$ cat config.mk
export PLATFORM = sky130hd
export DESIGN_NAME = mem_arbiter
export DESIGN_NICKNAME = d
export VERILOG_FILES = /design/src/rtl/mem_arbiter.sv
export SDC_FILE = /design/constraint.sdc
export NUM_CORES = 1
export LEC_CHECK = 0
export BUFFER_PORTS_ARGS = -buffer_cell sky130_fd_sc_hd__buf_4
export CORE_ASPECT_RATIO = 1.5
export CORE_MARGIN = 5
export CORE_UTILIZATION = 48
export CTS_BUF_LIST = sky130_fd_sc_hd__clkbuf_4 sky130_fd_sc_hd__clkbuf_8
export DETAILED_ROUTE_END_ITERATION = 16
export PLACE_DENSITY = 0.78
export SETUP_SLACK_MARGIN = 0.05
export SLEW_MARGIN = 20
export SYNTH_ARGS = -nofsm -noshare
export SYNTH_HDL_FRONTEND = slang
export SYNTH_SLANG_ARGS = --single-unit
export TNS_END_PERCENT = 20
$ cat constraint.sdc
create_clock -name I_clk -period 2.2 [get_ports I_clk]
set_input_delay 0.22 -clock I_clk [delete_from_list [all_inputs] [get_ports I_clk]]
set_output_delay 0.22 -clock I_clk [all_outputs]
set_load 0.01 [all_outputs]
$ cat src/rtl/mem_arbiter.sv
// mem_arbiter: shares one 8-bit memory bus between the fetch and data requesters.
// Arbitrates on a request, splits word accesses into two little-endian byte cycles,
// and returns a single one-cycle ack per request.
module mem_arbiter #(
    parameter int unsigned DATA_PRIORITY = 1
) (
    input  logic        I_clk,
    input  logic        I_reset_n,
    input  logic        I_fetch_req,
    input  logic [15:0] I_fetch_addr,
    output logic        O_fetch_ack,
    output logic [15:0] O_fetch_data,
    input  logic        I_data_req,
    input  logic [1:0]  I_data_mode,
    input  logic [1:0]  I_data_size,
    input  logic [15:0] I_data_addr,
    input  logic [15:0] I_data_wdata,
    output logic        O_data_ack,
    output logic [15:0] O_data_rdata,
    output logic        O_bus_valid,
    output logic        O_bus_we,
    output logic [15:0] O_bus_addr,
    output logic [7:0]  O_bus_wdata,
    input  logic [7:0]  I_bus_rdata,
    input  logic        I_bus_ready,
    output logic        O_busy
);

    localparam logic [1:0] MEM_READ  = 2'd1;
    localparam logic [1:0] MEM_WRITE = 2'd2;
    localparam logic [1:0] SIZE_WORD = 2'd2;

    typedef enum logic [1:0] {StIdle, StByte0, StByte1, StDone} state_t;

    state_t      state_q, state_d;
    logic        grant_q, grant_d;            // 1 = data requester owns the access
    logic        last_grant_q, last_grant_d;  // 1 = data was granted last
    logic        word_q, word_d;
    logic [7:0]  wdata_hi_q, wdata_hi_d;
    logic [7:0]  rd_lo_q, rd_lo_d;
    logic        bus_valid_q, bus_valid_d;
    logic        bus_we_q, bus_we_d;
    logic [15:0] bus_addr_q, bus_addr_d;
    logic [7:0]  bus_wdata_q, bus_wdata_d;
    logic        fetch_ack_q, fetch_ack_d;
    logic [15:0] fetch_data_q, fetch_data_d;
    logic        data_ack_q, data_ack_d;
    logic [15:0] data_rdata_q, data_rdata_d;
    logic        busy_q, busy_d;

    // Next-state, arbitration and registered-output computation.
    always_comb begin
        logic        win_data;
        logic        finish;
        logic [15:0] result;
        logic [1:0]  mode;

        state_d      = state_q;
        grant_d      = grant_q;
        last_grant_d = last_grant_q;
        word_d       = word_q;
        wdata_hi_d   = wdata_hi_q;
        rd_lo_d      = rd_lo_q;
        bus_valid_d  = bus_valid_q;
        bus_we_d     = bus_we_q;
        bus_addr_d   = bus_addr_q;
        bus_wdata_d  = bus_wdata_q;
        fetch_ack_d  = 1'b0;
        fetch_data_d = fetch_data_q;
        data_ack_d   = 1'b0;
        data_rdata_d = data_rdata_q;
        win_data     = 1'b0;
        finish       = 1'b0;
        result       = 16'h0000;
        mode         = MEM_READ;

        unique case (state_q)
            StIdle: begin
                if (I_fetch_req || I_data_req) begin
                    // On a tie, round-robin picks whichever requester was not granted last.
                    if (I_fetch_req && I_data_req) begin
                        win_data = (DATA_PRIORITY != 0) ? 1'b1 : !last_grant_q;
                    end else begin
                        win_data = I_data_req;
                    end
                    grant_d      = win_data;
                    last_grant_d = win_data;
                    mode         = win_data ? I_data_mode : MEM_READ;
                    if (mode != MEM_READ && mode != MEM_WRITE) begin
                        // NOP (and the unused encoding) completes without a bus cycle.
                        state_d    = StDone;
                        data_ack_d = 1'b1;
                    end else begin
                        state_d     = StByte0;
                        bus_valid_d = 1'b1;
                        bus_we_d    = (mode == MEM_WRITE);
                        bus_addr_d  = win_data ? I_data_addr : I_fetch_addr;
                        bus_wdata_d = win_data ? I_data_wdata[7:0] : 8'h00;
                        wdata_hi_d  = win_data ? I_data_wdata[15:8] : 8'h00;
                        word_d      = win_data ? (I_data_size == SIZE_WORD) : 1'b1;
                    end
                end
            end
            StByte0: begin
                if (I_bus_ready) begin
                    rd_lo_d = I_bus_rdata;
                    if (word_q) begin
                        state_d     = StByte1;
                        bus_addr_d  = bus_addr_q + 16'd1;
                        bus_wdata_d = wdata_hi_q;
                    end else begin
                        finish = 1'b1;
                        result = {8'h00, I_bus_rdata};
                    end
                end
            end
            StByte1: begin
                if (I_bus_ready) begin
                    finish = 1'b1;
                    result = {I_bus_rdata, rd_lo_q};
                end
            end
            StDone: begin
                state_d = StIdle;
            end
            default: begin
                state_d = StIdle;
            end
        endcase

        if (finish) begin
            state_d     = StDone;
            bus_valid_d = 1'b0;
            if (grant_q) begin
                data_ack_d = 1'b1;
                if (!bus_we_q) begin
                    data_rdata_d = result;
                end
            end else begin
                fetch_ack_d  = 1'b1;
                fetch_data_d = result;
            end
        end

        busy_d = (state_d != StIdle);
    end

    // State and output registers with synchronous active-low reset.
    always_ff @(posedge I_clk) begin
        if (!I_reset_n) begin
            state_q      <= StIdle;
            grant_q      <= 1'b0;
            last_grant_q <= 1'b0;
            word_q       <= 1'b0;
            wdata_hi_q   <= 8'h00;
            rd_lo_q      <= 8'h00;
            bus_valid_q  <= 1'b0;
            bus_we_q     <= 1'b0;
            bus_addr_q   <= 16'h0000;
            bus_wdata_q  <= 8'h00;
            fetch_ack_q  <= 1'b0;
            fetch_data_q <= 16'h0000;
            data_ack_q   <= 1'b0;
            data_rdata_q <= 16'h0000;
            busy_q       <= 1'b0;
        end else begin
            state_q      <= state_d;
            grant_q      <= grant_d;
            last_grant_q <= last_grant_d;
            word_q       <= word_d;
            wdata_hi_q   <= wdata_hi_d;
            rd_lo_q      <= rd_lo_d;
            bus_valid_q  <= bus_valid_d;
            bus_we_q     <= bus_we_d;
            bus_addr_q   <= bus_addr_d;
            bus_wdata_q  <= bus_wdata_d;
            fetch_ack_q  <= fetch_ack_d;
            fetch_data_q <= fetch_data_d;
            data_ack_q   <= data_ack_d;
            data_rdata_q <= data_rdata_d;
            busy_q       <= busy_d;
        end
    end

    assign O_fetch_ack  = fetch_ack_q;
    assign O_fetch_data = fetch_data_q;
    assign O_data_ack   = data_ack_q;
    assign O_data_rdata = data_rdata_q;
    assign O_bus_valid  = bus_valid_q;
    assign O_bus_we     = bus_we_q;
    assign O_bus_addr   = bus_addr_q;
    assign O_bus_wdata  = bus_wdata_q;
    assign O_busy       = busy_q;

endmodule

==> metrics.md <==
| Metric | Value |
|---|---|
| Top-count cell post-synth | dfxtp_1 |
| Post-DR wirelength/cell | approximately 16 um |
| Pleak | around 2.1 nW |
| Maximum clock path buffer count | 2 |
| Worst slew pin tran | roughly 0.75 ns |
| Post-Syn Instances | around 490 |
| Max IR drop VDD | 0.000544 V |
| # setup viols final | 0 |
| Die width | roughly 86 um |
| HP Class | input pin to register |
| Root buffer cell | clkbuf_8 |
| GRT Overall Usage | 22.0% |
| Worst skew pair latency | around 0.36 ns |
| Detail Placement HPWL | approximately 8500 um |
| Total CTS buffers | 9 |
| Final Hold Viols | 0 |
| Reg-to-reg slack, setup | roughly 0.27 ns |
| Largest net degree at the start of global routing | between 60 and 70 |
| CP Launch Point | state_q[1]$_SDFF_PN0_ |
| Chip height | between 100 and 150 um |
| Status | complete, no violations |
| Reg clk slew, reported paths | 0.08 ns |
| Synthesized net count | ~560 |
| Critical R2R Launch | state_q[1]$_SDFF_PN0_ |
| RSZ-0062 raised after global routing | no |
| Seq cells post-synth | between 80 and 90 |
| Reg2Reg Depth | 6 |
| Slew Limit Fails | 0 |
| EDFF count, synth | 0 |
| Part of the cycle the worst path needs | 87.8% |
| Via count of the first global-routing pass | between 4,000 and 5,000 |
| Yosys warns | 0 |
| Final net count | a little under 700 |
| Overall power | approximately 5.2 mW |
| Area growth syn-to-layout | 30.5% |
| CP endpoint | O_data_rdata[10]$_SDFFE_PN0P_ |
| Cell Pwr Density | between 900 and 1000 nW/um2 |
| Multiplexer share of the synthesized area | between 7 and 8% |
| Die ar. | roughly 11,000 um2 |
| Post-layout util | between 60% and 70% |
| Finished Layout Cells | about 720 |
| Dpl cells | between 700 and 800 |
| Post-route setup TNS | 0 ns |
| CP startpoint kind | register |
| DRT iter0 DRCs | around 210 |
| Post-CTS Setup Bufs | 0 |
| Fin crit period | 1.93 ns |
| Simple-Gate Fraction of Synth Area | between 20% and 30% |
| Crit Path Max Fanout | 16 |
| # DRC | 0 |
| CTS sink cnt | just over 80 |
| CTS tree | done |
| Reg-to-Reg End | O_data_rdata[10]$_SDFFE_PN0P_ |
| Synthesized area per cell | around 8.4 um2 |
| Fill count | 751 |
| WHS | between 0.1 and 0.15 ns |
| Critical Path RT | 2.44 ns |
| DRT antenna net count | 0 |
| MaxCap Viol Count | 0 |
| CTS H-tree depth | 3 |
| Overflow after GRT | 0 |
| Crit Path Class | register to register |
| Top cell type's share of synthesized area | 39.3% |
| # IOs | between 100 and 150 |
| RePlAce Congestion | approximately 0.94 |
| Share of post-route cells with drive strength above 1 | between 20% and 30% |
| Worst setup EP type | register |
| Placeable Area | ~8400 um2 |
| Top post-synthesis cells by area | dfxtp_1, mux2i_1, nand2_1 |
| Starting density of the core | approximately half |
| Compound-Gate Fraction of Synth Area | 20.2% |
| Data arrival, critical path | between 2 and 2.5 ns |
| First drt pass iteration count | 5 |
| Seq/Total Area, Yosys | about two fifths |
| Yosys top cell by area | dfxtp_1 |
| Cell variety after synth | 53 |
| Vias | 4,092 |
| Largest family of logic cells by synthesized area | simple AND/OR/NAND/NOR gates |
| Async SR Flop Fraction | 0% |
| Row count | about 40 |
| Slew headroom | approximately 50% |
| First-pass GRT wire length | 18,700 um |
| WL final | about 12,000 um |
| Initial antenna violation count | 0 |
| N_diodes | 0 |
| Routed vias/inst | between 5 and 6 |
| Synth Cell Area | 4130 um2 |
| Synth Area in Adders | 1.82% |
| Post-Synth XOR/XNOR Area | 0% |
| Peak Freq | a little over 0.5 GHz |
| Top_reg_cell synth | dfxtp_1 |
| Skew final | 0.00946 ns |
| Port-buffer cells | approximately 130 |
| Post-synth top cells | dfxtp_1, nand2_1, a21boi_0 |
## logic make-up after synthesis
logic type / after synthesis
compound gates: 115
buf+inv: 45
fa+ha+maj: 6
flops: 81
mux: 32
simple gates: 212
## layout make-up
class | count | area (um2) | area share [%]
clock buffer | 13 | 166 | 3.09
sequential | 81 | 1620 | 30.1
timing repair buffer | 140 | 1080 | 20.0
multi-input combinational | 365 | 2340 | 43.4
clock inverter | 3 | 15.0 | 0.279
tap | 107 | 134 | 2.48
inverter | 9 | 33.8 | 0.627
## flip-flops by register name, indices dropped and copies added (netlist names)
| name | flops |
|---|---|
| O_bus_addr | 16 |
| O_bus_valid | 1 |
| O_bus_wdata | 8 |
| O_bus_we | 1 |
| O_busy | 1 |
| O_data_ack | 1 |
| O_data_rdata | 16 |
| O_fetch_ack | 1 |
| O_fetch_data | 16 |
| grant_q | 1 |
| rd_lo_q | 8 |
| state_q | 2 |
| wdata_hi_q | 8 |
| word_q | 1 |
## repair_timing
item	4_1_cts	5_1_grt
hold buffers	0	0
hold endpoints to repair	0	0
setup endpoints to repair	0	1
gates resized for setup	0	1
## worst min-delay path by stage
stage               depth (start not counted)                            end  slack [ns]                          start
global route                                3     wdata_hi_q[4]$_SDFFE_PN0P_        0.14               I_data_wdata[12]
detailed placement                          2   O_data_rdata[3]$_SDFFE_PN0P_        0.45   O_data_rdata[3]$_SDFFE_PN0P_
finish                                      3     wdata_hi_q[6]$_SDFFE_PN0P_        0.14               I_data_wdata[14]
floorplan                                   2  O_fetch_data[14]$_SDFFE_PN0P_        0.37                 I_bus_rdata[6]
CTS                                         3     wdata_hi_q[6]$_SDFFE_PN0P_        0.13               I_data_wdata[14]
global placement                            2  O_data_rdata[12]$_SDFFE_PN0P_        0.44  O_data_rdata[12]$_SDFFE_PN0P_
## through the flow
step	worst slack (ns)	instance area, um2
2_1_floorplan	0.0640	4160
3_3_place_gp	0.230	5200
3_5_place_dp	0.148	5200
4_1_cts	0.218	5380
5_1_grt	0.104	5390
6_report	0.269	5390
## power breakdown
part / total [mW] / internal, mW / switching, mW / leakage [nW]
clock: 1.02 / 0.492 / 0.528 / 0.100
combinational: 2.17 / 0.971 / 1.20 / 1.37
sequential: 2.01 / 1.71 / 0.300 / 0.659
total: 5.20 / 3.18 / 2.02 / 2.13
## placed cells by master (no fill, tap or decap), types with 5 or more instances in the layout
cell	instances
a221oi_1	8
buf_4	137
nor4_1	7
o21ai_0	14
a21oi_1	8
mux2i_1	29
nor3b_1	9
nor2b_1	21
dfxtp_1	81
and2_1	13
nor2_1	22
clkbuf_8	11
ha_1	5
nand4_1	6
inv_1	8
a21boi_0	35
nand2_1	77
nand3b_1	8
nand3_1	32
a21boi_1	16
o22ai_1	5
## critical path: stages, from the launching register on
cell and delay [ns]:
dfxtp_1 0.39, inv_1 0.08, ha_1 0.42, and2_1 0.20
o2111ai_2 0.42, nand2_1 0.20, a21boi_0 0.10
## metal layers
metal	routed length (um)	track usage [%]
met3	755	4.96
met2	6320	40.5
met4	354	11.1
met5	0	0
met1	4240	23.3
Power figures use the tool's default switching activity.
